### config.mk
export PLATFORM = sky130hd
export DESIGN_NAME = cla_seq_adder
export DESIGN_NICKNAME = d
export VERILOG_FILES = /design/src/rtl/cla_seq_adder.sv
export SDC_FILE = /design/constraint.sdc
export NUM_CORES = 1
export LEC_CHECK = 0
export CAP_MARGIN = 5
export CORE_UTILIZATION = 56
export CTS_BUF_LIST = sky130_fd_sc_hd__clkbuf_4 sky130_fd_sc_hd__clkbuf_8
export CTS_CLUSTER_DIAMETER = 60
export DETAILED_ROUTE_END_ITERATION = 7
export PLACE_DENSITY = 0.87
export SLEW_MARGIN = 15
export SYNTH_ARGS = -nofsm -noshare
export SYNTH_HDL_FRONTEND = slang
export SYNTH_SLANG_ARGS = --single-unit
### constraint.sdc
create_clock -name clk -period 8.44 [get_ports clk]
set_clock_uncertainty 0.2 [all_clocks]
set_input_delay 0.844 -clock clk [delete_from_list [all_inputs] [get_ports clk]]
set_output_delay 0.844 -clock clk [all_outputs]
set_load 0.1 [all_outputs]
### src/rtl/cla_seq_adder.sv
// Sequential 16-bit carry-lookahead adder: one 4-bit lookahead nibble per clock.
// Optional signed-overflow output is compiled in when CLA_SEQ_OVF_EN is defined.
module cla_seq_adder (
    input  logic        clk,
    input  logic        rst,
    input  logic        start,
    input  logic [15:0] a,
    input  logic [15:0] b,
    input  logic        c_in,
    output logic        ready,
    output logic        done,
    output logic [15:0] sum,
    output logic        c_out,
    output logic        group_g,
    output logic        group_p
`ifdef CLA_SEQ_OVF_EN
    ,
    output logic        ovf
`endif
);

    typedef enum logic [1:0] {
        S_IDLE = 2'd0,
        S_RUN  = 2'd1,
        S_DONE = 2'd2
    } state_t;

    state_t      r_state;
    logic [1:0]  r_idx;
    logic [15:0] r_a;
    logic [15:0] r_b;
    logic [15:0] r_sum;
    logic        r_carry;
    logic        r_grp_g;
    logic        r_grp_p;
    logic        r_ready;
    logic        r_done;
`ifdef CLA_SEQ_OVF_EN
    logic        r_ovf;
`endif

    logic [3:0]  w_a_nib;
    logic [3:0]  w_b_nib;
    logic [3:0]  w_g;
    logic [3:0]  w_p;
    logic [3:0]  w_c;
    logic [3:0]  w_sum_nib;
    logic        w_gn;
    logic        w_pn;

    assign w_a_nib = r_a[{r_idx, 2'b00} +: 4];
    assign w_b_nib = r_b[{r_idx, 2'b00} +: 4];

    generate
        for (genvar gi = 0; gi < 4; gi++) begin : g_bit_terms
            assign w_g[gi] = w_a_nib[gi] & w_b_nib[gi];
            assign w_p[gi] = w_a_nib[gi] ^ w_b_nib[gi];
        end
    endgenerate

    // Flat two-level lookahead: every carry depends only on g/p and the running carry.
    assign w_c[0] = w_g[0] | (w_p[0] & r_carry);
    assign w_c[1] = w_g[1] | (w_p[1] & w_g[0]) | (w_p[1] & w_p[0] & r_carry);
    assign w_c[2] = w_g[2] | (w_p[2] & w_g[1]) | (w_p[2] & w_p[1] & w_g[0])
                  | (w_p[2] & w_p[1] & w_p[0] & r_carry);
    assign w_gn   = w_g[3] | (w_p[3] & w_g[2]) | (w_p[3] & w_p[2] & w_g[1])
                  | (w_p[3] & w_p[2] & w_p[1] & w_g[0]);
    assign w_pn   = &w_p;
    assign w_c[3] = w_gn | (w_pn & r_carry);

    assign w_sum_nib = w_p ^ {w_c[2:0], r_carry};

    always_ff @(posedge clk) begin
        if (rst) begin
            r_state <= S_IDLE;
            r_idx   <= 2'd0;
            r_a     <= 16'd0;
            r_b     <= 16'd0;
            r_sum   <= 16'd0;
            r_carry <= 1'b0;
            r_grp_g <= 1'b0;
            r_grp_p <= 1'b0;
            r_ready <= 1'b1;
            r_done  <= 1'b0;
`ifdef CLA_SEQ_OVF_EN
            r_ovf   <= 1'b0;
`endif
        end else begin
            case (r_state)
                S_IDLE: begin
                    r_done <= 1'b0;
                    if (start) begin
                        r_a     <= a;
                        r_b     <= b;
                        r_carry <= c_in;
                        r_idx   <= 2'd0;
                        r_grp_g <= 1'b0;
                        r_grp_p <= 1'b1;
                        r_ready <= 1'b0;
                        r_state <= S_RUN;
                    end
                end
                S_RUN: begin
                    r_sum[{r_idx, 2'b00} +: 4] <= w_sum_nib;
                    r_carry <= w_c[3];
                    // Lower nibbles already folded in, so the new nibble sits on the left.
                    r_grp_g <= w_gn | (w_pn & r_grp_g);
                    r_grp_p <= w_pn & r_grp_p;
                    r_idx   <= r_idx + 2'd1;
                    if (r_idx == 2'd3) begin
                        r_done  <= 1'b1;
                        r_state <= S_DONE;
`ifdef CLA_SEQ_OVF_EN
                        r_ovf   <= w_c[2] ^ w_c[3];
`endif
                    end
                end
                S_DONE: begin
                    r_done  <= 1'b0;
                    r_ready <= 1'b1;
                    r_state <= S_IDLE;
                end
                default: begin
                    r_done  <= 1'b0;
                    r_ready <= 1'b1;
                    r_state <= S_IDLE;
                end
            endcase
        end
    end

    assign ready   = r_ready;
    assign done    = r_done;
    assign sum     = r_sum;
    assign c_out   = r_carry;
    assign group_g = r_grp_g;
    assign group_p = r_grp_p;
`ifdef CLA_SEQ_OVF_EN
    assign ovf     = r_ovf;
`endif

endmodule

==> impl_metrics.yaml <==
status:
  status: "completed"
global_routing:
  grt_pass1_vias: 2142
  grt_util_all_layers_pct: 26.1
  grt_max_degree: 61
  antenna_found_initial: 0
  grt-ovfl-total: 0
  grt_pass1_wl_um: 9790
sta:
  fin_setup_tns_ns: 0
  worst_slew_pin_slew_ns: 1.12
  max_freq_ghz: 0.328
  finalSetupViolCount: 0
  post-route-period-util_pct: 36.1
  maxSlewHeadroom_pct: 25.6
  hold_slack_ns: 0.254
  slew_violations: 0
  min_period_ns: 3.05
  finalHoldViolations: 0
  rsz0062_at_grt: "no"
final_layout:
  diodes: 0
  final_nets: 380
  drive_gt1_share_pct: 10.1
  area_growth_pct: 27.7
  finalInstanceArea_um2: 3300
  final_cell_count_no_fill: 389
job:
  cap_violations: 0
place:
  placed_cell_area_um2: 3110
  dp_hpwl_um: 3900
  gp_congestion: 0.828
  placed_cells: 373
  port_buffers: 56
worst_setup_path:
  worstPathCellList: "mux4_2 -> ha_1 -> or2_2 -> a21o_1 -> a32oi_1 -> nor2_1"
  critical-path-max-stage-delay_ns: 0.86
  rrSetupSlack_ns: 5.39
  crit_slowest_cell: "dfxtp_1"
  required_ns: 8.42
  crit_family: "flip-flops"
  crit_arrival_ns: 3.03
  r2r-end: "sum[6]"
  r2r_start: "r_idx[0]"
  path_class: "reg -> reg"
  path_max_fanout: 18
  r2r_cells: 6
  start_kind: "register"
  end_kind: "register"
  crit_buf_inv: 0
drt:
  vias: 2215
  drtPass1Iterations: 4
  wl_per_cell_um: 15.0
  drc: 0
  antenna_left: 0
  routed_wl_um: 5820
  vias_per_cell: 5.69
  dr.first_iter.drc_count: 188
logic_synthesis:
  syn_nets: 329
  syn_inst: 281
  synth_largest_area_cell: "dfxtp_1"
  synthTopCellsByArea: "dfxtp_1, nand2_1, a21oi_1"
  synth_most_common_cell: "nand2_1"
  synth-edff-count: 0
  yosys_most_used_dff: "dfxtp_1"
  yosys.area.top_type_share_pct: 44.2
  synth_common_cells: "nand2_1, dfxtp_1, a21oi_1"
  ys_types: 42
  async_flop_share_pct: 0
  seq_area_frac_synth_pct: 44.2
  yosys_warnings: 0
  ys_ff_latch: 57
  syn_avg_cell_area_um2: 9.19
  syn_area_um2: 2580
die:
  start_util_pct: 58.9
  dieArea_um2: 4890
  ios: 57
  coreArea_um2: 4380
  die_x_um: 69.9
  die_h_um: 69.9
  rows: 24
worst_hold_path:
  hold_path.class: "reg -> reg"
  min_path_cells: 2
  min_from: "r_a[13]"
  hold_end: "r_a[13]"
power_and_ir_drop:
  peakVddDrop_mv: 0.142
  leakagePower_nw: 1.28
  powerDensity_nw_per_um2: 189
  power.total_mw: 0.624
cts:
  cts_buffers: 9
  cts_resized: 0
  clock_latency_ns: 0.34
  clockRootBuffer: "clkbuf_8"
  cts_tree: "built"
  clk_pin_slew_ns: 0.06
  htreeDepth: 3
  postCtsSetupBuffers: 0
  cts_max_path_buffers: 2
  cts.sinks: 57
  ctsHoldBuffers: 0
-- cells in the final DEF, fill, tap and decap left out, types with 3 or more instances in the layout --
cell type	synthesis	layout
a21oi_1	37	37
clkdlybuf4s50_1	0	55
nand2_1	68	68
nor2_1	20	20
a22oi_1	9	9
ha_1	11	11
mux4_2	8	8
nand3_1	8	8
nand2b_1	4	4
o21ai_0	3	3
clkinv_2	0	3
a32oi_1	4	4
dfxtp_1	57	57
clkbuf_8	0	11
nand3b_1	6	6
-- power by group --
| group | leakage (nW) | internal (mW) | switching, mW |
|---|---|---|---|
| Clock | 0.100 | 0.128 | 0.106 |
| Sequential | 0.466 | 0.282 | 0.0105 |
| Combinational | 0.713 | 0.0409 | 0.0576 |
| Total | 1.28 | 0.450 | 0.174 |
-- stage by stage --
step / util (%) / worst slack [ns]
after detailed placement: 71.0 / 5.42
after CTS: 75.1 / 5.40
after floorplan: - / 5.73
final: 75.2 / 5.39
after global placement: 71.0 / 5.50
after global routing: 75.2 / 5.21
-- layer usage --
layer  wire length (um)  part of all wire (%)  up-vias  track usage [%]
met1               2560                    44     1041             31.7
li1                   -                     -     1088                -
met2               2820                    48       71             42.4
met3                304                   5.2       15             7.94
met4                133                   2.3        0             12.2
met5                  0                     0        -                0
-- how the worst max path moves through the flow --
stage	start	endpoint	slack, ns	cells after the start
floorplan	r_idx[0]	sum[14]	5.73	8
global placement	start	c_out	5.50	5
detailed placement	r_idx[0]	sum[6]	5.42	6
CTS	r_idx[0]	sum[6]	5.40	6
global route	r_idx[0]	sum[7]	5.21	5
finish	r_idx[0]	sum[6]	5.39	6
-- registers in the layout, indices dropped and copies added, names as in the netlist --
signal	count
r_a	16
r_idx	2
c_out	1
r_state	2
group_g	1
group_p	1
ready	1
r_b	16
done	1
sum	16
-- worst reg2reg max path, stage by stage (launching register included) --
cell	delay, ns
dfxtp_1	0.86
mux4_2	0.60
ha_1	0.38
or2_2	0.33
a21o_1	0.24
a32oi_1	0.21
nor2_1	0.07
-- cell families after synthesis --
family	Yosys count	share of synthesized area [%]
AND/OR/NAND/NOR	120	22.8
buffers and inverters	18	3.83
multiplexers	8	6.98
AO/OA/AOI/OAI	65	15.7
flip-flops	57	44.2
adder cells (fa/ha/maj)	12	6.10
XOR/XNOR	1	0.339
-- layout make-up --
cell class	instances	area (um2)
Clock buffer	13	166
Clock inverter	3	15.0
Fill cell	336	1090
Inverter	2	7.51
Multi-Input combinational cell	206	1350
Timing Repair Buffer	56	556
Tap cell	52	65.1
Sequential cell	57	1140
No activity file was read; power rests on OpenSTA's default activity.
